`config.mk`:
```
export PLATFORM = sky130hd
export DESIGN_NAME = mem_arbiter
export DESIGN_NICKNAME = d
export VERILOG_FILES = /design/src/rtl/mem_arbiter_pkg.sv /design/src/rtl/mem_arb_fetch_buf.sv /design/src/rtl/mem_arbiter.sv
export SDC_FILE = /design/constraint.sdc
export NUM_CORES = 1
export LEC_CHECK = 0
export CAP_MARGIN = 20
export CORE_ASPECT_RATIO = 1.25
export CORE_MARGIN = 2
export CORE_UTILIZATION = 45
export CTS_CLUSTER_SIZE = 12
export DETAILED_ROUTE_END_ITERATION = 8
export GPL_ROUTABILITY_DRIVEN = 0
export PLACE_DENSITY = 0.91
export SYNTH_ARGS = -nofsm -noshare
export SYNTH_HDL_FRONTEND = slang
export SYNTH_HIERARCHICAL = 1
export SYNTH_SLANG_ARGS = --single-unit
export TNS_END_PERCENT = 100
```
`constraint.sdc`:
```
create_clock -name clk -period 3.7 [get_ports clk]
set_input_delay 0.925 -clock clk [delete_from_list [all_inputs] [get_ports clk]]
set_output_delay 0.925 -clock clk [all_outputs]
set_load 0.1 [all_outputs]
```
`src/rtl/mem_arbiter_pkg.sv`:
```
// Shared types and constants for the fetch/MEM RAM arbiter.
// Bus widths, FSM encoding and default RAM timing.
package mem_arbiter_pkg;

  localparam int InstAddrBus = 16;
  localparam int RegBus = 16;
  localparam int MEM_WAIT_DEFAULT = 1;

  typedef logic [InstAddrBus-1:0] addr_t;
  typedef logic [RegBus-1:0] word_t;

  typedef enum logic [1:0] {
    IDLE    = 2'd0,
    MEM_ACC = 2'd1,
    IF_ACC  = 2'd2
  } arb_state_t;

endpackage

```
`src/rtl/mem_arb_fetch_buf.sv`:
```
// One-entry fetch buffer holding the last fetched address/instruction.
// Instantiated only when MEM_ARB_FETCH_BUF_EN is defined.
module mem_arb_fetch_buf
  import mem_arbiter_pkg::*;
(
  input  logic  clk,
  input  logic  rst,
  input  logic  fill,
  input  addr_t fill_addr,
  input  word_t fill_data,
  input  logic  inval,
  input  addr_t inval_addr,
  input  addr_t lookup_addr,
  output logic  hit,
  output word_t data
);

  addr_t buf_addr;
  word_t buf_data;
  logic  buf_valid;

  always_ff @(posedge clk) begin
    if (rst) begin
      buf_addr  <= '0;
      buf_data  <= '0;
      buf_valid <= 1'b0;
    end else if (fill) begin
      buf_addr  <= fill_addr;
      buf_data  <= fill_data;
      buf_valid <= 1'b1;
    end else if (inval && inval_addr == buf_addr) begin
      buf_valid <= 1'b0;
    end
  end

  assign hit  = buf_valid && (buf_addr == lookup_addr);
  assign data = buf_data;

endmodule

```
`src/rtl/mem_arbiter.sv`:
```
// Arbitrates one RAM between instruction fetch and MEM-stage accesses.
// Define MEM_ARB_FETCH_BUF_EN to add a one-entry fetch buffer.
module mem_arbiter
  import mem_arbiter_pkg::*;
#(
  parameter int WAIT_CYCLES = MEM_WAIT_DEFAULT
) (
  input  logic        clk,
  input  logic        rst,
  input  logic        if_ce_i,
  input  logic [15:0] if_addr_i,
  output logic [15:0] if_inst_o,
  output logic        if_valid_o,
  input  logic        mem_ce_i,
  input  logic        mem_we_i,
  input  logic [15:0] mem_addr_i,
  input  logic [15:0] mem_data_i,
  output logic [15:0] mem_data_o,
  output logic        mem_done_o,
  output logic        stallreq_o,
  output logic [15:0] ram_addr_o,
  output logic [15:0] ram_data_o,
  input  logic [15:0] ram_data_i,
  output logic        ram_oe_o,
  output logic        ram_we_o
);

  localparam logic [2:0] CNT_INIT = 3'(WAIT_CYCLES);

  arb_state_t state_q, state_d;
  logic [2:0] cnt_q;
  logic       served_q;
  addr_t      addr_q;
  word_t      wdata_q;
  logic       we_q;
  logic       pend_mem;
  logic       last;
  logic       stall;
  logic       buf_hit;
  word_t      buf_data;

  assign pend_mem = mem_ce_i && !served_q;
  assign last     = (cnt_q == 3'd0);

`ifdef MEM_ARB_FETCH_BUF_EN
  mem_arb_fetch_buf u_fetch_buf (
    .clk        (clk),
    .rst        (rst),
    .fill       (state_q == IF_ACC && last),
    .fill_addr  (addr_q),
    .fill_data  (ram_data_i),
    .inval      (state_q == MEM_ACC && last && we_q),
    .inval_addr (addr_q),
    .lookup_addr(if_addr_i),
    .hit        (buf_hit),
    .data       (buf_data)
  );
`else
  assign buf_hit  = 1'b0;
  assign buf_data = '0;
`endif

  always_comb begin
    state_d = state_q;
    stall   = 1'b0;
    unique case (state_q)
      IDLE: begin
        if (pend_mem) begin
          state_d = MEM_ACC;
          stall   = 1'b1;
        end else if (if_ce_i && !buf_hit) begin
          state_d = IF_ACC;
          stall   = 1'b1;
        end
      end
      MEM_ACC: begin
        stall = 1'b1;
        if (last) state_d = if_ce_i ? IF_ACC : IDLE;
      end
      IF_ACC: begin
        stall = !last;
        if (last) state_d = IDLE;
      end
      default: state_d = IDLE;
    endcase
  end

  always_ff @(posedge clk) begin
    if (rst) begin
      state_q    <= IDLE;
      cnt_q      <= '0;
      served_q   <= 1'b0;
      addr_q     <= '0;
      wdata_q    <= '0;
      we_q       <= 1'b0;
      if_inst_o  <= '0;
      mem_data_o <= '0;
      if_valid_o <= 1'b0;
      mem_done_o <= 1'b0;
    end else begin
      state_q    <= state_d;
      if_valid_o <= 1'b0;
      mem_done_o <= 1'b0;
      // A cycle without stall means the pipeline moved on.
      if (!stall) served_q <= 1'b0;
      unique case (state_q)
        IDLE: begin
          if (pend_mem) begin
            addr_q  <= mem_addr_i;
            we_q    <= mem_we_i;
            wdata_q <= mem_data_i;
            cnt_q   <= CNT_INIT;
          end else if (if_ce_i && buf_hit) begin
            if_inst_o  <= buf_data;
            if_valid_o <= 1'b1;
          end else if (if_ce_i) begin
            addr_q <= if_addr_i;
            cnt_q  <= CNT_INIT;
          end
        end
        MEM_ACC: begin
          if (last) begin
            if (!we_q) mem_data_o <= ram_data_i;
            mem_done_o <= 1'b1;
            served_q   <= 1'b1;
            if (if_ce_i) begin
              addr_q <= if_addr_i;
              cnt_q  <= CNT_INIT;
            end
          end else begin
            cnt_q <= cnt_q - 3'd1;
          end
        end
        IF_ACC: begin
          if (last) begin
            if_inst_o  <= ram_data_i;
            if_valid_o <= 1'b1;
          end else begin
            cnt_q <= cnt_q - 3'd1;
          end
        end
        default: ;
      endcase
    end
  end

  assign stallreq_o = stall;
  assign ram_addr_o = (state_q != IDLE) ? addr_q : '0;
  assign ram_oe_o   = (state_q == IF_ACC) ||
                      (state_q == MEM_ACC && !we_q);
  assign ram_we_o   = (state_q == MEM_ACC) && we_q && !last;
  assign ram_data_o = wdata_q;

endmodule

```
==> results by group <==
Clock network
  – H-tree levels: 3
  – Clk root buf: clkbuf_8
  – Setup bufs post-CTS: 0
  – Reg clk slew, reported paths: 0.07 ns
  – Clock Latency Late Sink: 0.34 ns
  – Post_cts resized: 0
  – Clock sinks: 73
  – CTS Buf Count: 9
  – CTS tree: done
  – CTS max path bufs: 2
  – Cts hold-fix bufs: 0

Timing
  – Minimum clock period: 3.14 ns
  – Setup ws final: 0.565 ns
  – Max-slew headroom: 0.323
  – RSZ-0062 raised after global routing: false
  – Peak Freq: 319 MHz
  – Final setup violation count: 0
  – Hold Slack: 0.455 ns
  – Setup TNS Final: 0 ns
  – Fin. max-slew vios: 0
  – Clock Skew: 0.00927 ns
  – Worst slew pin tran: 1.01 ns
  – Final hold vios: 0
  – Period utilization: 0.847

Die
  – Die area: 7660 um^2
  – Initial Utilization: 0.458
  – Top Ports: 138
  – Die Ht: 97.4 um
  – Die Wd: 78.7 um
  – Site row count: 34
  – Placeable Area: 6850 um^2

Drt
  – WL final: 8.91 mm
  – Vias per std cell: 5.27
  – Antenna-violating nets left: 0
  – DR WL/cell: 14.5 um
  – First-pass iteration count of the detailed router: 4
  – # DRC: 0
  – DRT iter0 DRCs: 162
  – Vias post-DR: 3,240

Worst setup path
  – Slowest-stage cell, CP: clkdlybuf4s50_1
  – Worst setup SP type: primary input
  – CP required: 2.77 ns
  – Crit. End Element: output port
  – Arrival time at the worst endpoint: 2.21 ns
  – CP top delay family: buffers and inverters
  – Worst-path cell chain: clkdlybuf4s50_1, nor2b_1, o21ai_0, a21oi_2, buf_12
  – CP max FO: 3
  – CP max stage delay: 0.50 ns
  – Crit path buffers/inverters: 2
  – Setup CP Type: in2out

Layout
  – Final Util: 0.688
  – Layout Cells excl Fill: 615
  – Share of cells above drive strength 1: 0.0933
  – Final Net Count: 595
  – Final Cell Area: 4710 um^2
  – Area delta synth->final: 50.0%
  – # diodes: 0

Synthesis
  – Synth Warn #: 6
  – Synthesized Nets: 471
  – Seq/Total Area, Yosys: 0.466
  – Synth unique cells: 32
  – Number of flops mapped to enable cells by yosys: 0
  – Synth top area share: 0.466
  – Post-synthesis average cell area: 7.93 um^2
  – Synth area leader: dfxtp_1
  – Most used DFF post-synth: dfxtp_1
  – Flops & latches, synth: 73
  – Mapped Cells: 396
  – Ranking of synthesized cells by area: dfxtp_1, nand2_1, a21oi_1
  – Netlist area before placement: 3140 um^2
  – Async set or reset register ratio after synthesis: 0

GRT
  – Largest net degree at the start of global routing: 36
  – Routing usage on met3: 0.0483
  – GRT busiest layer: met2
  – Antenna violations before repair: 0
  – Met2 usage: 0.412
  – Gr usage total: 0.233
  – Overflow after GRT: 0
  – First-pass GRT wire length: 14.3 mm
  – Vias in the first global route: 3,165
  – Met1 Resource Use GR: 0.266

Power
  – Worst VDD drop: 0.327 mV
  – Lkg Pwr: 1.79 nW
  – PwrDens: 632 nW/um^2
  – Design Power: 2.98 mW

Placement
  – Placed Instances: 598
  – IO Port Bufs: 137
  – Final HPWL DP: 6.48 mm
  – Pre-CTS WS: 0.579 ns
  – Cell Area, Placed: 4490 um^2

Run status
  – Status: completed

Run
  – Max Cap Violations: 0

Hold path
  – Hold Path Class: reg2reg
-- registers in the layout, summed over array words and instances, names as in the netlist --
name / flops
addr_q: 16
cnt_q: 3
if_inst_o: 16
if_valid_o: 1
mem_data_o: 16
mem_done_o: 1
ram_data_o: 16
served_q: 1
state_q: 2
we_q: 1
-- cells by family (layout without fill, tap and decap cells) --
group	after synthesis	in the layout	share of synthesized area
simple gates	173	173	0.251
mux	2	2	0.00638
buf+inv	37	166	0.0494
fa+ha+maj	6	6	0.0239
flops	73	73	0.466
compound gates	105	105	0.204
-- Yosys cell counts (all sizes together) (4+ instances only) --
cell type	instances
nor2b	19
o21ai	22
inv	8
a211oi	14
a21oi	58
ha	6
nand2	106
nand2b	4
nand3b	16
buf	13
nor2	21
clkbuf	16
dfxtp	73
-- final timing paths --
| check | slack, ns | end | cells after the start | start |
|---|---|---|---|---|
| max | 0.56 | stallreq_o | 5 | mem_ce_i |
| min | 0.46 | mem_data_o[14] | 2 | mem_data_o[14] |
| max reg2reg | 1.32 | cnt_q[1] | 6 | state_q[0] |
| min reg2reg | 0.46 | mem_data_o[14] | 2 | mem_data_o[14] |
-- routing by layer --
metal  wire length (um)  share of wire
met5                  0              0
met2               4430           0.50
met1               3550           0.40
met3                715          0.080
met4                208          0.023
-- placed cells by master (no fill, tap or decap), drive strengths merged, types with 3 or more instances in the layout --
cell | netlist | layout
nand2b | 4 | 4
nand2 | 106 | 106
buf | 13 | 25
o21ai | 22 | 22
clkbuf | 16 | 10
inv | 8 | 8
clkinv | 0 | 3
a21oi | 58 | 58
nand3b | 16 | 16
a211oi | 14 | 14
dfxtp | 73 | 73
clkdlybuf4s50 | 0 | 117
nor2b | 19 | 19
nor2 | 21 | 21
ha | 6 | 6
-- worst register-to-register path: cells and delay by family (launching register included) --
| kind | cells | cell delay [ns] |
|---|---|---|
| buf+inv | 1 | 0.08 |
| compound gates | 2 | 0.95 |
| fa+ha+maj | 1 | 0.31 |
| flops | 1 | 0.38 |
| simple gates | 2 | 0.56 |
-- final cells by class --
type | count | area, um^2
clock buffer | 10 | 128
clock inverter | 6 | 82.6
fill | 548 | 2140
inverter | 8 | 30.0
multi-input combinational | 286 | 1530
sequential | 73 | 1460
tap | 90 | 113
timing repair buffer | 142 | 1370
-- where the power goes --
group          switching, mW  internal, mW  leakage (nW)  total, mW
logic                  0.989         0.370          1.09       1.36
clock network          0.294         0.376         0.106      0.670
registers             0.0536         0.895         0.597      0.948
total                   1.34          1.64          1.79       2.98
(Power assumes the default switching activity.)
